### src/rtl/video_route_pkg.sv
// Shared types and helpers for the video route sequencer: source codes, FSM states, route bundle
// and the resolve/stage lookups used to walk the output chain.
package video_route_pkg;

   typedef enum logic [2:0] {
      SRC_BASE       = 3'b000,
      SRC_DELAY      = 3'b001,
      SRC_REVERB     = 3'b010,
      SRC_FILTER     = 3'b011,
      SRC_DISTORTION = 3'b100,
      SRC_CRUSH      = 3'b101
   } route_src_e;

   typedef enum logic [2:0] {
      ST_IDLE,
      ST_CHECK,
      ST_WALK,
      ST_WAIT_FRAME,
      ST_BLANK
   } state_e;

   typedef struct packed {
      logic [2:0] output_src;
      logic [2:0] delay_src;
      logic [2:0] reverb_src;
      logic [2:0] filter_src;
      logic [2:0] distortion_src;
      logic [2:0] crush_src;
   } route_t;

   function automatic logic [2:0] resolve(input logic [2:0] sel, input logic [2:0] delay_src);
      return (sel == SRC_DELAY) ? delay_src : sel;
   endfunction

   function automatic logic [2:0] stage_sel(input logic [2:0] node, input route_t snap);
      logic [2:0] sel;
      sel = SRC_BASE;
      case (node)
         SRC_DELAY:      sel = snap.delay_src;
         SRC_REVERB:     sel = snap.reverb_src;
         SRC_FILTER:     sel = snap.filter_src;
         SRC_DISTORTION: sel = snap.distortion_src;
         SRC_CRUSH:      sel = snap.crush_src;
         default:        sel = SRC_BASE;
      endcase
      return sel;
   endfunction

   function automatic logic code_illegal(input logic [2:0] c);
      return c[2] & c[1];
   endfunction

   function automatic logic route_illegal(input route_t r);
      return code_illegal(r.output_src) | code_illegal(r.delay_src) | code_illegal(r.reverb_src) |
             code_illegal(r.filter_src) | code_illegal(r.distortion_src) |
             code_illegal(r.crush_src) | (r.delay_src == SRC_DELAY);
   endfunction

endpackage

### src/rtl/video_route_walker.sv
// Route validator datapath: checks codes on start, then follows the output chain one hop per cycle.
// accept/reject are combinational from the current node; the parent decides whether to honour them.
module video_route_walker
   import video_route_pkg::*;
#(
   parameter int MAX_HOPS = 6
) (
   input  logic   clk,
   input  logic   rst,
   input  logic   start,
   input  logic   step,
   input  logic   abort,
   input  route_t snap,
   output logic   accept,
   output logic   reject
);

   localparam int HOP_W = (MAX_HOPS > 1) ? $clog2(MAX_HOPS) : 1;

   logic [2:0]       node_q, node_d;
   logic [HOP_W-1:0] hops_q, hops_d;

   always_comb begin
      node_d = node_q;
      hops_d = hops_q;
      accept = 1'b0;
      reject = 1'b0;
      if (start) begin
         reject = route_illegal(snap);
         if (!abort && !reject) begin
            node_d = resolve(snap.output_src, snap.delay_src);
            hops_d = '0;
         end
      end else if (step) begin
         accept = (node_q == SRC_BASE);
         reject = !accept && (hops_q == HOP_W'(MAX_HOPS - 1));
         if (!abort && !accept && !reject) begin
            node_d = resolve(stage_sel(node_q, snap), snap.delay_src);
            hops_d = hops_q + HOP_W'(1);
         end
      end
   end

   always_ff @(posedge clk) begin
      if (rst) begin
         node_q <= SRC_BASE;
         hops_q <= '0;
      end else begin
         node_q <= node_d;
         hops_q <= hops_d;
      end
   end

endmodule

### src/rtl/video_route_sequencer.sv
// Validates requested effect-chain routes and commits good ones on a frame boundary, then blanks video.
// A change of the live request while checking or waiting abandons the attempt; no backpressure.
module video_route_sequencer
   import video_route_pkg::*;
#(
   parameter int BLANK_FRAMES = 2,
   parameter int MAX_HOPS     = 6
) (
   input  logic       clk,
   input  logic       rst,
   input  logic       frame_start,
   input  logic [2:0] req_output_src,
   input  logic [2:0] req_delay_src,
   input  logic [2:0] req_reverb_src,
   input  logic [2:0] req_filter_src,
   input  logic [2:0] req_distortion_src,
   input  logic [2:0] req_crush_src,
   output logic [2:0] output_src,
   output logic [2:0] delay_src,
   output logic [2:0] reverb_src,
   output logic [2:0] filter_src,
   output logic [2:0] distortion_src,
   output logic [2:0] crush_src,
   output logic       video_blank,
   output logic       busy,
   output logic       route_error
);

   localparam int CNT_W = (BLANK_FRAMES > 0) ? $clog2(BLANK_FRAMES + 1) : 1;

   state_e           state_q, state_d;
   route_t           snap_q, snap_d;
   route_t           rej_q, rej_d;
   route_t           com_q, com_d;
   logic [CNT_W-1:0] cnt_q, cnt_d;
   logic             blank_q, blank_d;
   logic             busy_q, busy_d;
   logic             err_q, err_d;

   route_t req;
   logic   req_chg;
   logic   walk_accept, walk_reject;

   assign req = '{output_src: req_output_src, delay_src: req_delay_src,
                  reverb_src: req_reverb_src, filter_src: req_filter_src,
                  distortion_src: req_distortion_src, crush_src: req_crush_src};
   assign req_chg = (req != snap_q);

   video_route_walker #(.MAX_HOPS(MAX_HOPS)) u_walker (
      .clk    (clk),
      .rst    (rst),
      .start  (state_q == ST_CHECK),
      .step   (state_q == ST_WALK),
      .abort  (req_chg),
      .snap   (snap_q),
      .accept (walk_accept),
      .reject (walk_reject)
   );

   always_comb begin
      state_d = state_q;
      snap_d  = snap_q;
      rej_d   = rej_q;
      com_d   = com_q;
      cnt_d   = cnt_q;
      blank_d = blank_q;
      err_d   = err_q;
      case (state_q)
         ST_IDLE: begin
            if (req != com_q && req != rej_q) begin
               snap_d  = req;
               state_d = ST_CHECK;
            end
         end
         ST_CHECK, ST_WALK: begin
            if (req_chg) begin
               state_d = ST_IDLE;
            end else if (walk_reject) begin
               rej_d   = snap_q;
               err_d   = 1'b1;
               state_d = ST_IDLE;
            end else if (walk_accept) begin
               err_d   = 1'b0;
               state_d = ST_WAIT_FRAME;
            end else begin
               state_d = ST_WALK;
            end
         end
         ST_WAIT_FRAME: begin
            if (req_chg) begin
               state_d = ST_IDLE;
            end else if (frame_start) begin
               com_d   = snap_q;
               blank_d = (BLANK_FRAMES != 0);
               cnt_d   = CNT_W'(BLANK_FRAMES);
               state_d = (BLANK_FRAMES != 0) ? ST_BLANK : ST_IDLE;
            end
         end
         ST_BLANK: begin
            if (frame_start) begin
               cnt_d = cnt_q - CNT_W'(1);
               if (cnt_q == CNT_W'(1)) begin
                  blank_d = 1'b0;
                  state_d = ST_IDLE;
               end
            end
         end
         default: state_d = ST_IDLE;
      endcase
      busy_d = (state_d != ST_IDLE);
   end

   always_ff @(posedge clk) begin
      if (rst) begin
         state_q <= ST_IDLE;
         snap_q  <= '0;
         rej_q   <= '0;
         com_q   <= '0;
         cnt_q   <= '0;
         blank_q <= 1'b0;
         busy_q  <= 1'b0;
         err_q   <= 1'b0;
      end else begin
         state_q <= state_d;
         snap_q  <= snap_d;
         rej_q   <= rej_d;
         com_q   <= com_d;
         cnt_q   <= cnt_d;
         blank_q <= blank_d;
         busy_q  <= busy_d;
         err_q   <= err_d;
      end
   end

   assign output_src     = com_q.output_src;
   assign delay_src      = com_q.delay_src;
   assign reverb_src     = com_q.reverb_src;
   assign filter_src     = com_q.filter_src;
   assign distortion_src = com_q.distortion_src;
   assign crush_src      = com_q.crush_src;
   assign video_blank    = blank_q;
   assign busy           = busy_q;
   assign route_error    = err_q;

endmodule

### config.mk
export PLATFORM = sky130hd
export DESIGN_NAME = video_route_sequencer
export DESIGN_NICKNAME = d
export VERILOG_FILES = /design/src/rtl/video_route_pkg.sv /design/src/rtl/video_route_walker.sv /design/src/rtl/video_route_sequencer.sv
export SDC_FILE = /design/constraint.sdc
export NUM_CORES = 1
export LEC_CHECK = 0
export BUFFER_PORTS_ARGS = -buffer_cell sky130_fd_sc_hd__buf_2
export CAP_MARGIN = 20
export CORE_MARGIN = 2
export CORE_UTILIZATION = 53
export DETAILED_ROUTE_END_ITERATION = 7
export PLACE_DENSITY = 0.87
export SYNTH_ARGS = -nofsm -noshare
export SYNTH_HDL_FRONTEND = slang
export SYNTH_HIERARCHICAL = 1
export SYNTH_SLANG_ARGS = --single-unit
### constraint.sdc
create_clock -name clk -period 2.18 [get_ports clk]
set_input_delay 0.436 -clock clk [delete_from_list [all_inputs] [get_ports clk]]
set_output_delay 0.436 -clock clk [all_outputs]
set_load 0.02 [all_outputs]
=== Word level (Yosys, flattened, before mapping) ===
Cells that the tools add are included.

* Flip-flop bits (word level): 68
* Latch bits: 0
* Bits in writable memories: 0
* Bits in read-only memories: 0
* Input port bits: 21
* Output and inout port bits: 21
* Word-level logic and storage cells: 124
* Memories: 0

* Add/subtract/negate cells: 2
* Multiply operators: 0
* Div/mod/pow operators: 0
* $lt $le $gt $ge: 0
* Equality and inequality tests: 22
* Shift-type cells: 0
* Mux-type cells: 38
* Bitwise gates (word level): 13
* Reduce and logical (&&, ||, !) cells: 24

{| class="wikitable"
|+ Operators by type and width
! kind !! number
|-
| 2-to-1 mux 3 bit || 18
|-
| inequality test 18 bit || 3
|-
| == test 3 x 1 -> 1 bit (second input constant) || 5
|-
| one-hot mux 3 bit (5 select lines) || 1
|-
| == test 3 x 2 -> 1 bit (second input constant) || 4
|-
| == test 3 bit (second input constant) || 4
|-
| one-hot mux 3 bit (4 select lines) || 1
|-
| AND reduction 3 bit || 4
|-
| 2-to-1 mux 1 bit || 11
|-
| 2-to-1 mux 2 bit || 5
|-
| inequality test 2 bit (second input constant) || 5
|-
| nonzero test 2 bit || 4
|-
| AND 1 bit || 6
|-
| logical NOT 3 bit || 2
|-
| bitwise OR 1 bit || 6
|-
| logical AND 1 bit || 5
|-
| AND reduction 5 bit || 1
|-
| logical NOT 1 bit || 4
|-
| one-hot mux 2 bit (2 select lines) || 1
|-
| AND reduction 4 bit || 1
|-
| adder 3 x 1 -> 3 bit (second input constant) || 1
|-
| nonzero test 3 bit || 1
|-
| == test 2 x 1 -> 1 bit (second input constant) || 1
|-
| one-hot mux 1 bit (2 select lines) || 1
|-
| 4 further kinds || 4
|}

=== Depth between registers and ports, before layout ===
* Word-level depth: 13
* Mapped depth: 10
* Depth with buffers taken out: 9

=== Hierarchy ===
Netlist, hierarchy kept.

{| class="wikitable"
|+ By module, submodules not included
! module !! instances !! cells an instance !! area an instance (um2) !! seq. area each (um2)
|-
| video_route_sequencer || 1 || 324 || 3,059.2 || 1,241.2
|-
| video_route_walker || 1 || 75 || 619.3 || 120.1
|}

=== Worst setup path before layout ===
Ideal clock, no wire load.

* Path kind: input to register
* From: in req_reverb_src[2]
* To: reg u_walker.node_q[1]
* Setup time: 59 ps
* Arrival time: 2,149 ps
* Required time: 2,121 ps
* Setup slack: -29 ps
* Cell stages on the path: 9
* Buffers on the path: 0
* Cells stage by stage: xor2_1 -> nor4_2 -> nand3_1 -> nor2_1 -> inv_1 -> a2111oi_2 -> a31oi_2 -> a2111oi_1 -> a31o_1

* Word-level cells in the longest chain between the ends: 6
* Elaborated cells on any way between the ends: 8
* Those cells by class: eq/ne: 2; reduce/logical: 6

{| class="wikitable"
|+ RTL lines
! what !! RTL line !! RTL
|-
| from (decl) || video_route_sequencer.sv:14 || <nowiki>input logic [2:0] req_reverb_src,</nowiki>
|-
| inequality test 18 bit (*) || video_route_sequencer.sv:47 || <nowiki>assign req_chg = (req != snap_q);</nowiki>
|-
| named net req_chg || video_route_sequencer.sv:41 || <nowiki>logic req_chg;</nowiki>
|-
| logical NOT 1 bit (*) || video_route_walker.sv:30, video_route_walker.sv:37 ||
|-
| logical AND 1 bit (2 in a row) || video_route_walker.sv:37 || <nowiki>if (!abort && !accept && !reject) begin</nowiki>
|-
| nonzero test 2 bit (no line) || -- ||
|-
| AND reduction 3 bit (no line) (*) || -- ||
|-
| to (signal assigned) || video_route_walker.sv:49 || <nowiki>node_q <= node_d;</nowiki>
|-
| to (decl) || video_route_walker.sv:20 || <nowiki>logic [2:0] node_q, node_d;</nowiki>
|}

The timed path passes the listed nets; every way through them passes the cells marked *.
A chain may end at the register's enable or synchronous reset.

=== Worst setup path after layout ===
* From: reg snap_q[14] (netlist name)
* To: reg rej_q[3] (netlist name)

* Word-level cells in the longest chain between the ends: 9
* Elaborated cells on any way between the ends: 12
* Those cells by class: eq/ne: 2; mux: 1; bitwise: 8; reduce/logical: 1

{| class="wikitable"
|+ RTL lines
! what !! RTL line !! RTL
|-
| from (decl) || video_route_sequencer.sv:32 || <nowiki>route_t snap_q, snap_d;</nowiki>
|-
| from (signal assigned) || video_route_sequencer.sv:125 || <nowiki>snap_q <= snap_d;</nowiki>
|-
| AND 1 bit || video_route_pkg.sv:50 || <nowiki>return c[2] & c[1];</nowiki>
|-
| bitwise OR 1 bit (3 in a row) || video_route_pkg.sv:54 || <nowiki>return code_illegal(r.output_src) | code_illegal(r.delay_src) | code_illegal(r.reverb_src) |</nowiki>
|-
| bitwise OR 1 bit (2 in a row) || video_route_pkg.sv:55 || <nowiki>code_illegal(r.filter_src) | code_illegal(r.distortion_src) |</nowiki>
|-
| bitwise OR 1 bit (*) || video_route_pkg.sv:56 || <nowiki>code_illegal(r.crush_src) | (r.delay_src == SRC_DELAY);</nowiki>
|-
| 2-to-1 mux 1 bit (*) || video_route_walker.sv:28 || <nowiki>if (start) begin</nowiki>
|-
| named net walk_reject || video_route_sequencer.sv:42 || <nowiki>logic walk_accept, walk_reject;</nowiki>
|-
| AND reduction 3 bit (no line) (*) || -- ||
|-
| to (signal assigned) || video_route_sequencer.sv:126 || <nowiki>rej_q <= rej_d;</nowiki>
|-
| to (decl) || video_route_sequencer.sv:33 || <nowiki>route_t rej_q, rej_d;</nowiki>
|}

Marked as above.

==> reports/qor.yml <==
status: "complete, but fails checks"
violations: "setup timing"
hold_depth: 2
rr_endpoint: "rej_q[3]"
critPathKind: "flip-flop to flip-flop"
powerDensity_nw_per_um2: 565
clkSlewWorstSetupHoldPaths_ns: 0.07
worst_clock_skew_ns: 0.00624
cts_sinks: 68
drv_cap: 0
synthCells: 399
min_from: "frame_start"
start_util: 0.544
cp_max_fo: 5
synth_xor_area_frac: 0.131
grt_pass1_wl_mm: 16.9
reg2reg_slack_ns: -0.15
synth-seq-cells: 68
num_rows: 30
die_h_um: 87.3
layout_min_cycle_time_ns: 2.33
wire_per_inst_um: 19.2
track_usage: 0.289
worstRegToRegCells: 11
worst_slack_ns: -0.151
area_growth_pct: 29.5
gp_congestion: 0.968
ir_drop_mv: 0.346
slew_headroom: 0.505
htree_levels: 3
power_mw: 2.69
synthAdderAreaFrac: 0.0102
drive_gt1_frac: 0.298
clock_latency_ns: 0.36
worstPathCellList: "buf_4 -> or3b_4 -> and4_1 -> nand2_1 -> a32o_2 -> nand2_2 -> nor3_4 -> buf_6 -> buf_12 -> mux2i_2 -> nor2_1"
timing.final.max_slew_violations: 0
cts-buffers-inserted: 9
timing.hold.ws_ns: 0.374
fmax_mhz: 429
ctsLongestPathBuffers: 2
grt_overflow: 0
min_path_type: "input port to flip-flop"
port_buffers: 41
largest_registers: "rej_q x18, snap_q x18"
final_core_util: 0.705
drc: 0
layout.nets: 521
yosys.cell_types.count: 52
antenna_found_initial: 0
cp-start-kind: "flip-flop"
synthSimpleGateAreaFrac: 0.189
rsz0062_at_grt: "yes"
required_ns: 2.43
synth-seq-area-share: 0.370
final_antenna_net_count: 0
postSynth.asyncResetShare: 0
setup_viol_count_final: 23
cp_data_arrival_time_ns: 2.58
worst_setup_path_end_kind: "flip-flop"
synth_ff_type: "dfxtp_1"
synth_edf_count: 0
grt_pass1_vias: 3466
diodes: 0
synth_top_family_by_area: "simple AND/OR/NAND/NOR gates"
cts_tree: "built"
nFillCells: 470
core_area_um2: 6760
synth_fp_nets: 423
viasPerCell: 6.31
synth_area_um2: 3680
hold_viol: 0
ios: 42
p_leak_nw: 1.91
rr_startpoint: "snap_q[14]"
synth_compound_area_frac: 0.136
slowest_delay_ns: 0.36
drtIter0Drc: 389
holdPathEnd: "video_blank"
tightest_slew_ns: 0.743
postSynthAreaPerCell_um2: 9.22
muxShareOfSynthArea: 0.118
critPathSlowestCell: "dfxtp_4"
first_pass_iters: 5
vias: 3657
yosysWarnings: 6
die_area_um2: 7620
dp_hpwl_mm: 7.53
die_w_um: 87.3
cts_root_buf: "clkbuf_8"
drt-total-wl_mm: 11.2
min_period_over_period: 1.07
grt_max_degree: 48
-- cell usage after synthesis, drive strengths merged, types with 3 or more instances --
cell type  instances  area share
inv                7      0.0071
mux2i             41        0.11
xnor2             30       0.071
and4               3      0.0071
a2111oi            3      0.0095
nor2              50       0.051
nor3              11       0.019
nand2b             4      0.0075
o31ai             18       0.037
ha                 3       0.010
nor3b              6       0.012
nor4               6       0.012
clkbuf            12       0.013
xor2              25       0.060
buf               10       0.026
nand4             26       0.044
a21oi             25       0.034
dfxtp             68        0.37
nand2             13       0.013
a211oi             5       0.010
nand3              3      0.0041
-- critical path, delay by kind of cell (launching register included) --
kind / cells / cell delay (ns)
multiplexers: 1 / 0.25
buffers and inverters: 3 / 0.42
flip-flops: 1 / 0.36
AND/OR/NAND/NOR: 6 / 1.04
AO/OA/AOI/OAI: 1 / 0.15
-- metrics by stage --
stage                     TNS (ns)  setup WS [ns]  instance area (um2)  cells
after floorplan                  0       0.000401                 3680    399
after global routing         -3.37         -0.207                 4760    580
after CTS                 -0.00500       -0.00500                 4550    572
final                        -1.60         -0.151                 4760    580
after global placement      -0.756         -0.145                 4350    558
after detailed placement     -1.96         -0.354                 4350    558
-- cell families (layout without fill, tap and decap cells) --
kind of cell,Yosys count,in the layout
buffers and inverters,29,130
XOR/XNOR,55,55
AO/OA/AOI/OAI,71,71
AND/OR/NAND/NOR,131,131
multiplexers,42,42
adder cells (fa/ha/maj),3,3
flip-flops,68,68
-- final cells by class --
cell class / count / area (um2) / area share
inverter: 7 / 26.3 / 0.00552
multi-input combinational: 302 / 2270 / 0.476
clock inverter: 2 / 35.0 / 0.00735
timing repair buffer: 109 / 811 / 0.170
tap: 80 / 100 / 0.0210
sequential: 68 / 1370 / 0.287
clock buffer: 12 / 155 / 0.0326
-- placed cells by master, fill, tap and decap left out, types with 7 or more instances in the layout --
master	synthesis	routed
a21oi_1	25	24
buf_2	3	41
buf_4	2	58
clkbuf_8	0	11
dfxtp_1	68	66
mux2i_1	41	40
nand2_1	13	12
nand4_1	26	26
nor2_1	50	49
nor3_1	8	7
o31ai_1	18	18
xnor2_1	30	30
xor2_1	25	24
-- how the worst max path moves through the flow --
stage / slack [ns] / end / depth (start not counted) / startpoint
6_report: -0.15 / rej_q[3] / 11 / snap_q[14]
5_1_grt: -0.21 / rej_q[3] / 11 / snap_q[14]
4_1_cts: -0.005 / u_walker/node_q[2] / 9 / snap_q[11]
3_5_place_dp: -0.35 / u_walker/node_q[1] / 10 / req_reverb_src[2]
3_3_place_gp: -0.14 / u_walker/node_q[2] / 10 / req_reverb_src[2]
2_1_floorplan: 0.0004 / u_walker/node_q[1] / 9 / req_reverb_src[2]
-- power breakdown --
group / leakage (nW) / internal [mW] / switching [mW]
Combinational: 1.26 / 0.159 / 0.200
Clock: 0.0983 / 0.577 / 0.467
Sequential: 0.553 / 1.27 / 0.0211
-- repair_timing --
action / in CTS / in global routing
pin swaps: 0 / 20
cloned: 0 / 3
resized for setup: 3 / 23
setup buffers: 0 / 5
endpoints found under the setup margin: 2 / 33
hold buffers: 0 / 0
-- routing by layer --
| layer | track usage | up-vias | share of wire |
|---|---|---|---|
| met5 | 0 | - | 0 |
| met4 | 0.145 | 0 | 0.044 |
| met3 | 0.0607 | 55 | 0.085 |
| met2 | 0.474 | 206 | 0.47 |
| met1 | 0.359 | 1752 | 0.40 |
| li1 | - | 1644 | - |
Power figures use the tool's default switching activity.
